[src/rtl/video_tgen_pkg.sv]
`default_nettype none
// ============================================================================
// Package  : video_tgen_pkg
// Brief    : Shared timing defaults, timing record, FSM states and width
//            helpers for the video window timing generator.
// Revision : 1.0 - initial release
// ============================================================================
package video_tgen_pkg;

    localparam int unsigned c_DEF_H_ACTIVE   = 1280;
    localparam int unsigned c_DEF_H_BLANK    = 368;
    localparam int unsigned c_DEF_H_SYNC_OFF = 72;
    localparam int unsigned c_DEF_H_SYNC_W   = 80;
    localparam int unsigned c_DEF_V_ACTIVE   = 720;
    localparam int unsigned c_DEF_V_BLANK    = 30;
    localparam int unsigned c_DEF_V_SYNC_OFF = 3;
    localparam int unsigned c_DEF_V_SYNC_W   = 5;
    localparam int unsigned c_DEF_WIN_W      = 640;
    localparam int unsigned c_DEF_WIN_H      = 480;
    localparam int unsigned c_DEF_NUM_CH     = 2;
    localparam int unsigned c_DEF_RD_LAT     = 1;

    typedef struct packed {
        int unsigned active;
        int unsigned blank;
        int unsigned sync_off;
        int unsigned sync_w;
    } video_timing_t;

    typedef enum logic [0:0] {
        ST_IDLE = 1'b0,
        ST_RUN  = 1'b1
    } tgen_state_t;

    // Bits needed to hold values 0..n-1, never less than one bit.
    function automatic int unsigned width_of(input int unsigned n);
        return (n <= 32'd2) ? 32'd1 : 32'($clog2(n));
    endfunction

    function automatic bit sync_fits(input video_timing_t t);
        return (t.sync_off + t.sync_w) <= t.blank;
    endfunction

endpackage
`default_nettype wire

[src/rtl/video_window_tgen_pipe_dly.sv]
`default_nettype none
// ============================================================================
// Module   : video_pipe_dly
// Brief    : Fixed-depth register delay line with asynchronous active-low
//            clear; aligns timing and window flags with frame-buffer data.
// Revision : 1.0 - initial release
// ============================================================================
module video_pipe_dly #(
    parameter int unsigned WIDTH = 1,
    parameter int unsigned DEPTH = 1
) (
    input  logic             clk,
    input  logic             n_rst,
    input  logic [WIDTH-1:0] i_data,
    output logic [WIDTH-1:0] o_data
);

    logic [WIDTH-1:0] r_stage [DEPTH];

    always_ff @(posedge clk or negedge n_rst) begin
        if (!n_rst) begin
            for (int i = 0; i < int'(DEPTH); i++) r_stage[i] <= '0;
        end else begin
            r_stage[0] <= i_data;
            for (int i = 1; i < int'(DEPTH); i++) r_stage[i] <= r_stage[i-1];
        end
    end

    assign o_data = r_stage[DEPTH-1];

endmodule
`default_nettype wire

[src/rtl/video_window_tgen.sv]
`default_nettype none
// ============================================================================
// Module   : video_window_tgen
// Brief    : Video timing generator with tiled multi-channel window read
//            address; sync/strobes delayed to match frame-buffer latency.
//            Optional 2x2 window replication: VIDEO_TGEN_SCALE2X_EN.
// Revision : 1.0 - initial release
// ============================================================================
module video_window_tgen
    import video_tgen_pkg::*;
#(
    parameter int unsigned H_ACTIVE   = c_DEF_H_ACTIVE,
    parameter int unsigned H_BLANK    = c_DEF_H_BLANK,
    parameter int unsigned H_SYNC_OFF = c_DEF_H_SYNC_OFF,
    parameter int unsigned H_SYNC_W   = c_DEF_H_SYNC_W,
    parameter int unsigned V_ACTIVE   = c_DEF_V_ACTIVE,
    parameter int unsigned V_BLANK    = c_DEF_V_BLANK,
    parameter int unsigned V_SYNC_OFF = c_DEF_V_SYNC_OFF,
    parameter int unsigned V_SYNC_W   = c_DEF_V_SYNC_W,
    parameter bit          HS_POL     = 1'b1,
    parameter bit          VS_POL     = 1'b1,
    parameter int unsigned WIN_W      = c_DEF_WIN_W,
    parameter int unsigned WIN_H      = c_DEF_WIN_H,
    parameter int unsigned NUM_CH     = c_DEF_NUM_CH,
    parameter int unsigned RD_LAT     = c_DEF_RD_LAT
) (
    input  logic                                clk,
    input  logic                                n_rst,
    input  logic                                en,
`ifdef VIDEO_TGEN_SCALE2X_EN
    input  logic                                scale2x,
`endif
    output logic                                busy,
    output logic                                hs,
    output logic                                vs,
    output logic                                de,
    output logic                                frame_start,
    output logic                                line_start,
    output logic                                win_valid,
    output logic [width_of(NUM_CH)-1:0]         win_ch,
    output logic [width_of(WIN_W*WIN_H)-1:0]    rd_addr
);

    localparam int unsigned c_H_TOTAL  = H_ACTIVE + H_BLANK;
    localparam int unsigned c_V_TOTAL  = V_ACTIVE + V_BLANK;
    localparam int unsigned c_HW       = width_of(c_H_TOTAL);
    localparam int unsigned c_VW       = width_of(c_V_TOTAL);
    localparam int unsigned c_CHW      = width_of(NUM_CH);
    localparam int unsigned c_AW       = width_of(WIN_W * WIN_H);
    localparam int unsigned c_COLW     = width_of(WIN_W);
    localparam int unsigned c_PW       = 6 + c_CHW;
    localparam int unsigned c_WX2_FULL = 2 * NUM_CH * WIN_W;
    localparam int unsigned c_WY2_FULL = 2 * WIN_H;

    localparam video_timing_t c_H_TIM = '{H_ACTIVE, H_BLANK, H_SYNC_OFF, H_SYNC_W};
    localparam video_timing_t c_V_TIM = '{V_ACTIVE, V_BLANK, V_SYNC_OFF, V_SYNC_W};

    // One spare bit so range ends equal to the total still compare correctly.
    localparam logic [c_HW:0] c_H_ACT  = (c_HW+1)'(H_ACTIVE);
    localparam logic [c_HW:0] c_HS_BEG = (c_HW+1)'(H_ACTIVE + H_SYNC_OFF);
    localparam logic [c_HW:0] c_HS_END = (c_HW+1)'(H_ACTIVE + H_SYNC_OFF + H_SYNC_W);
    localparam logic [c_HW:0] c_WX1    = (c_HW+1)'(NUM_CH * WIN_W);
    localparam logic [c_HW:0] c_WX2    = (c_HW+1)'((c_WX2_FULL < H_ACTIVE) ? c_WX2_FULL : H_ACTIVE);
    localparam logic [c_VW:0] c_V_ACT  = (c_VW+1)'(V_ACTIVE);
    localparam logic [c_VW:0] c_VS_BEG = (c_VW+1)'(V_ACTIVE + V_SYNC_OFF);
    localparam logic [c_VW:0] c_VS_END = (c_VW+1)'(V_ACTIVE + V_SYNC_OFF + V_SYNC_W);
    localparam logic [c_VW:0] c_WY1    = (c_VW+1)'(WIN_H);
    localparam logic [c_VW:0] c_WY2    = (c_VW+1)'((c_WY2_FULL < V_ACTIVE) ? c_WY2_FULL : V_ACTIVE);

    localparam logic [c_HW-1:0]   c_H_LAST    = c_HW'(c_H_TOTAL - 1);
    localparam logic [c_VW-1:0]   c_V_LAST    = c_VW'(c_V_TOTAL - 1);
    localparam logic [c_COLW-1:0] c_COL_LAST  = c_COLW'(WIN_W - 1);
    localparam logic [c_AW-1:0]   c_LINE_STEP = c_AW'(WIN_W);

    if (NUM_CH < 1 || NUM_CH > 4) begin : g_err_num_ch
        $error("video_window_tgen: NUM_CH must be in 1..4");
    end
    if (RD_LAT > 4) begin : g_err_rd_lat
        $error("video_window_tgen: RD_LAT must be in 0..4");
    end
    if (NUM_CH * WIN_W > H_ACTIVE) begin : g_err_win_w
        $error("video_window_tgen: NUM_CH*WIN_W exceeds H_ACTIVE");
    end
    if (WIN_H > V_ACTIVE) begin : g_err_win_h
        $error("video_window_tgen: WIN_H exceeds V_ACTIVE");
    end
    if (!sync_fits(c_H_TIM)) begin : g_err_hsync
        $error("video_window_tgen: H_SYNC_OFF+H_SYNC_W exceeds H_BLANK");
    end
    if (!sync_fits(c_V_TIM)) begin : g_err_vsync
        $error("video_window_tgen: V_SYNC_OFF+V_SYNC_W exceeds V_BLANK");
    end

    tgen_state_t       r_state, w_state_nxt;
    logic [c_HW-1:0]   r_hcount;
    logic [c_VW-1:0]   r_vcount;
    logic [c_HW:0]     w_hx, w_wx_end;
    logic [c_VW:0]     w_vy, w_wy_end;
    logic              w_run, w_last_h, w_frame_end, w_scale;
    logic              w_hs0, w_vs0, w_de0, w_fs0, w_ls0, w_in_win;
    logic [c_CHW-1:0]  w_ch0, r_ch;
    logic [c_COLW-1:0] r_col;
    logic              r_xph, r_yph, r_busy;
    logic [c_AW-1:0]   r_line_base, r_rd_addr;
    logic [c_PW-1:0]   w_pipe_in, w_pipe_out;
    logic              w_hs_d, w_vs_d;

    always_ff @(posedge clk or negedge n_rst) begin
        if (!n_rst) r_state <= ST_IDLE;
        else        r_state <= w_state_nxt;
    end

    always_comb begin
        w_state_nxt = r_state;
        case (r_state)
            ST_IDLE: if (en)                 w_state_nxt = ST_RUN;
            ST_RUN:  if (w_frame_end && !en) w_state_nxt = ST_IDLE;
            default:                         w_state_nxt = ST_IDLE;
        endcase
    end

    assign w_run       = (r_state == ST_RUN);
    assign w_last_h    = (r_hcount == c_H_LAST);
    assign w_frame_end = w_last_h && (r_vcount == c_V_LAST);
    assign w_hx        = {1'b0, r_hcount};
    assign w_vy        = {1'b0, r_vcount};

    always_ff @(posedge clk or negedge n_rst) begin
        if (!n_rst) begin
            r_hcount <= '0;
            r_vcount <= '0;
        end else if (!w_run || w_frame_end) begin
            r_hcount <= '0;
            r_vcount <= '0;
        end else if (w_last_h) begin
            r_hcount <= '0;
            r_vcount <= r_vcount + 1'b1;
        end else begin
            r_hcount <= r_hcount + 1'b1;
        end
    end

`ifdef VIDEO_TGEN_SCALE2X_EN
    logic r_scale;

    // Latched only while counters sit at (0,0) so a frame never changes mode.
    always_ff @(posedge clk or negedge n_rst) begin
        if (!n_rst)                     r_scale <= 1'b0;
        else if (!w_run || w_frame_end) r_scale <= scale2x;
    end
    assign w_scale = r_scale;
`else
    assign w_scale = 1'b0;
`endif

    assign w_wx_end = w_scale ? c_WX2 : c_WX1;
    assign w_wy_end = w_scale ? c_WY2 : c_WY1;

    assign w_hs0    = w_run && (w_hx >= c_HS_BEG) && (w_hx < c_HS_END);
    assign w_vs0    = w_run && (w_vy >= c_VS_BEG) && (w_vy < c_VS_END);
    assign w_de0    = w_run && (w_hx < c_H_ACT) && (w_vy < c_V_ACT);
    assign w_ls0    = w_de0 && (r_hcount == '0);
    assign w_fs0    = w_ls0 && (r_vcount == '0);
    assign w_in_win = w_run && (w_hx < w_wx_end) && (w_vy < w_wy_end);
    assign w_ch0    = w_in_win ? r_ch : '0;

    // Column/channel walk along the line; in 2x mode each column is held twice.
    always_ff @(posedge clk or negedge n_rst) begin
        if (!n_rst) begin
            r_col <= '0;
            r_ch  <= '0;
            r_xph <= 1'b0;
        end else if (!w_run || w_last_h) begin
            r_col <= '0;
            r_ch  <= '0;
            r_xph <= 1'b0;
        end else if (w_in_win) begin
            if (w_scale && !r_xph) begin
                r_xph <= 1'b1;
            end else begin
                r_xph <= 1'b0;
                if (r_col == c_COL_LAST) begin
                    r_col <= '0;
                    r_ch  <= r_ch + 1'b1;
                end else begin
                    r_col <= r_col + 1'b1;
                end
            end
        end
    end

    always_ff @(posedge clk or negedge n_rst) begin
        if (!n_rst) begin
            r_line_base <= '0;
            r_yph       <= 1'b0;
        end else if (!w_run || w_frame_end) begin
            r_line_base <= '0;
            r_yph       <= 1'b0;
        end else if (w_last_h && (w_vy < w_wy_end)) begin
            if (w_scale && !r_yph) begin
                r_yph <= 1'b1;
            end else begin
                r_yph       <= 1'b0;
                r_line_base <= r_line_base + c_LINE_STEP;
            end
        end
    end

    always_ff @(posedge clk or negedge n_rst) begin
        if (!n_rst) begin
            r_rd_addr <= '0;
            r_busy    <= 1'b0;
        end else begin
            r_busy <= w_run;
            if (w_in_win) r_rd_addr <= r_line_base + c_AW'(r_col);
        end
    end

    assign w_pipe_in = {w_hs0, w_vs0, w_de0, w_fs0, w_ls0, w_in_win, w_ch0};

    video_pipe_dly #(
        .WIDTH (c_PW),
        .DEPTH (1 + RD_LAT)
    ) u_pipe_dly (
        .clk    (clk),
        .n_rst  (n_rst),
        .i_data (w_pipe_in),
        .o_data (w_pipe_out)
    );

    assign {w_hs_d, w_vs_d, de, frame_start, line_start, win_valid, win_ch} = w_pipe_out;
    assign hs      = HS_POL ? w_hs_d : ~w_hs_d;
    assign vs      = VS_POL ? w_vs_d : ~w_vs_d;
    assign busy    = r_busy;
    assign rd_addr = r_rd_addr;

endmodule
`default_nettype wire
[config.mk]
export PLATFORM = sky130hd
export DESIGN_NAME = video_window_tgen
export DESIGN_NICKNAME = d
export VERILOG_FILES = /design/src/rtl/video_tgen_pkg.sv /design/src/rtl/video_window_tgen_pipe_dly.sv /design/src/rtl/video_window_tgen.sv
export SDC_FILE = /design/constraint.sdc
export NUM_CORES = 1
export LEC_CHECK = 0
export BUFFER_PORTS_ARGS = -buffer_cell sky130_fd_sc_hd__buf_2
export CORE_MARGIN = 5
export CORE_UTILIZATION = 60
export CTS_BUF_LIST = sky130_fd_sc_hd__clkbuf_2 sky130_fd_sc_hd__clkbuf_4 sky130_fd_sc_hd__clkbuf_8
export CTS_CLUSTER_DIAMETER = 80
export DETAILED_ROUTE_END_ITERATION = 12
export PLACE_DENSITY = 0.8
export SYNTH_ARGS = -nofsm -noshare
export SYNTH_HDL_FRONTEND = slang
export SYNTH_SLANG_ARGS = --single-unit
export TNS_END_PERCENT = 1
[constraint.sdc]
create_clock -name clk -period 2.3 [get_ports clk]
set_input_delay 0.23 -clock clk [delete_from_list [all_inputs] [get_ports clk]]
set_output_delay 0.23 -clock clk [all_outputs]
set_load 0.005 [all_outputs]
==> summary.md <==
| Metric | Value |
|---|---|
| Status | `finished, final reports clean` |
| H-tree level count | `3` |
| Drt first pass iters | `5` |
| Multi-input combinational cell area | `0.00168 mm^2` |
| Flop2flop setup slack | `0.17 ns` |
| Core Footprint | `0.00624 mm^2` |
| Register Area | `0.00198 mm^2` |
| WHS Path Cells | `2` |
| Worst slew margin | `55.6%` |
| CP Launch Type | `register` |
| Final nets | `429` |
| Fin crit period | `2.13 ns` |
| Synth cell types | `47` |
| Tot Pwr | `2.68 mW` |
| Worst Skew | `0.0130 ns` |
| Initial antenna violation count | `0` |
| Final design area excluding fillers | `0.00426 mm^2` |
| Asr flop ratio synth | `100%` |
| Pin count of the biggest net entering global routing | `54` |
| Max Fclk | `0.470 GHz` |
| Final HPWL DP | `5300 um` |
| Slew Viols, Final | `0` |
| Worst-path maximum fanout | `11` |
| Mean Syn Cell Area | `9.86 um^2` |
| Dpl cells | `481` |
| Share of cells above drive strength 1 | `15.7%` |
| Chip Height | `89.3 um` |
| Critical-path top delay cell | `or4_1` |
| Num CTS Buffers | `9` |
| Grt total ovfl | `0` |
| Ys Warns | `0` |
| Seq/Total Area, Yosys | `52.4%` |
| Synth top area cells | `dfrtp_1 52%, nand2_1 5.1%, a21oi_1 4.2%` |
| Worst Hold Endpoint | `r_state` |
| # DRC | `0` |
| Post-synth EDFFs | `0` |
| Ant. Diodes | `0` |
| Final hold violation count | `0` |
| Worst Path Arrival | `2.40 ns` |
| Top delay family on crit path | `simple AND/OR/NAND/NOR gates` |
| Die width | `89.3 um` |
| I/O Pins | `30` |
| Total routed wirelength | `7910 um` |
| Synthesis-stage register bit count | `79` |
| Die area | `0.00798 mm^2` |
| Worst path cell trace | `ha_1, and3_1, nand4_1, buf_4, or4_1, a21oi_1` |
| Pleak | `1.96 nW` |
| Final Non-Filler Cells | `498` |
| Post-place setup slack | `0.136 ns` |
| Post-synth top cells | `79 x dfrtp_1, 51 x nand2_1, 32 x a21oi_1` |
| Worst r2r path cells | `6` |
| DR WL/cell | `15.9 um` |
| Area delta synth->final | `12.8%` |
| R2r endpoint | `r_line_base[15]` |
| First-pass GRT wire length | `13400 um` |
| Vias | `3064` |
| DRT iter0 DRCs | `243` |
| Area leader, netlist | `dfrtp_1` |
| Area share of the largest cell type after synthesis | `52.4%` |
| Detail Route Antenna Nets | `0` |
| Slew of the pin with the lowest slew margin | `0.665 ns` |
| Core Rows | `29` |
| CTS root buf | `clkbuf_8` |
| Cell Area, Synth | `0.00378 mm^2` |
| Clock sinks | `79` |
| Vias in the first global route | `2935` |
| Top_reg_cell synth | `dfrtp_1` |
| Worst Setup Path Type | `register to register` |
| Post-synthesis cell count | `383` |
| Via-to-Cell Ratio | `6.15` |
| Fin Hold WS | `0.0593 ns` |
| Hold crit path type | `primary input to register` |
| Period utilization | `92.4%` |
| Worst EP required | `2.58 ns` |
| Filler cells | `496` |
| Final WS setup | `0.174 ns` |
| Worst path max stage delay | `0.52 ns` |
| Clk slew on worst S/H paths | `0.08 ns` |
| Placed Area | `0.00400 mm^2` |
| Worst-case clock buffer depth | `2` |
| Final setup viols | `0` |
| Reg2Reg Launch Point | `r_hcount[0]` |
| Worst Setup End Kind | `register` |
| Hold Startpoint | `en` |
| Gp weighted congestion | `0.846` |
| Util after Layout | `68.2%` |
| Initial Util | `60.5%` |
| Setup TNS | `0 ns` |
| Count leader, synth | `dfrtp_1` |
| PD cells | `629 mW/mm^2` |
| Max-Cap Viols | `0` |
| # port buffers | `29` |
| CTS tree | `done` |
| Total track usage | `21.7%` |
| RSZ-0062 raised after global routing | `no` |
| Buffers plus inverters on the worst setup path | `1` |
| Worst skew pair latency | `0.36 ns` |
| Maximum vdd drop | `478 uV` |
| Post-synthesis net count | `396` |
[worst register-to-register path: cells and delay by family, from the launching register on]
family,cells,cell delay [ns]
fa+ha+maj,1,0.19
simple gates,3,1.08
flops,1,0.40
buf+inv,1,0.20
compound gates,1,0.17
[worst max-delay path by stage]
stage	from	to	slack [ns]	cells past startpoint
after CTS	r_hcount[0]	r_vcount[5]	0.13	5
after floorplan	r_hcount[0]	r_vcount[6]	0.49	8
after detailed placement	r_hcount[0]	r_vcount[5]	0.14	5
after global routing	r_vcount[5]	rd_addr[4]	0.03	6
final	r_hcount[0]	r_line_base[15]	0.17	6
after global placement	r_hcount[0]	r_vcount[9]	0.24	5
[state kept, by name, indices dropped and copies added, names as in the netlist]
signal / count
busy: 1
r_vcount: 10
r_ch: 1
r_hcount: 11
r_col: 10
r_state: 1
rd_addr: 19
r_line_base: 12
u_pipe_dly.r_stage: 7
u_pipe_dly.o_data: 7
[metal layers]
metal / share of wire (%) / GRT usage (%) / vias to the layer above
li1: - / - / 1462
met1: 44 / 28.0 / 1505
met2: 49 / 35.6 / 82
met3: 4.9 / 3.78 / 15
met4: 2.2 / 10.1 / 0
met5: 0 / 0 / -
[logic make-up after synthesis]
family	Yosys count	synth area share, %
buffers and inverters	24	3.48
DFF	79	52.4
xor gates and xnor gates	14	3.25
adders and majority gates	10	3.31
and+or+nand+nor	166	23.7
AOI/OAI and AO/OA	90	13.9
[area by class of cell]
class,instances,area share [%]
Clock inverter,7,2.82
Sequential cell,79,46.4
Timing Repair Buffer,39,5.58
Clock buffer,9,2.91
Multi-Input combinational cell,280,39.4
Tap cell,77,2.26
Inverter,7,0.617
[power by group]
part           leakage, nW  switching (mW)  internal, mW
clock                0.120           0.534         0.724
sequential            1.03               0          1.39
combinational        0.802          0.0267       0.00644
total                 1.96           0.561          2.12
[placed cells by master, fill, tap and decap left out, types with 4 or more instances in the layout]
cell / netlist / final
xor2_1: 7 / 7
ha_1: 10 / 10
nand3_1: 17 / 17
clkbuf_8: 1 / 9
nand2_1: 51 / 51
nor3_1: 4 / 4
nand4_1: 11 / 11
buf_2: 4 / 28
and3_1: 4 / 4
o21ai_0: 29 / 29
xnor2_1: 7 / 7
or3_1: 18 / 18
dfrtp_1: 79 / 79
or4_1: 10 / 10
a21oi_1: 32 / 32
buf_4: 1 / 9
nor2_1: 23 / 23
a31oi_1: 9 / 9
inv_1: 6 / 6
o31ai_1: 11 / 11
[repair_timing]
action | in CTS | in global routing
hold endpoints to repair | 52 | 0
endpoints found under the setup margin | 0 | 6
buffers inserted | 0 | 0
gates resized for setup | 0 | 1
hold buffers | 1 | 0
Power figures use the tool's default switching activity.
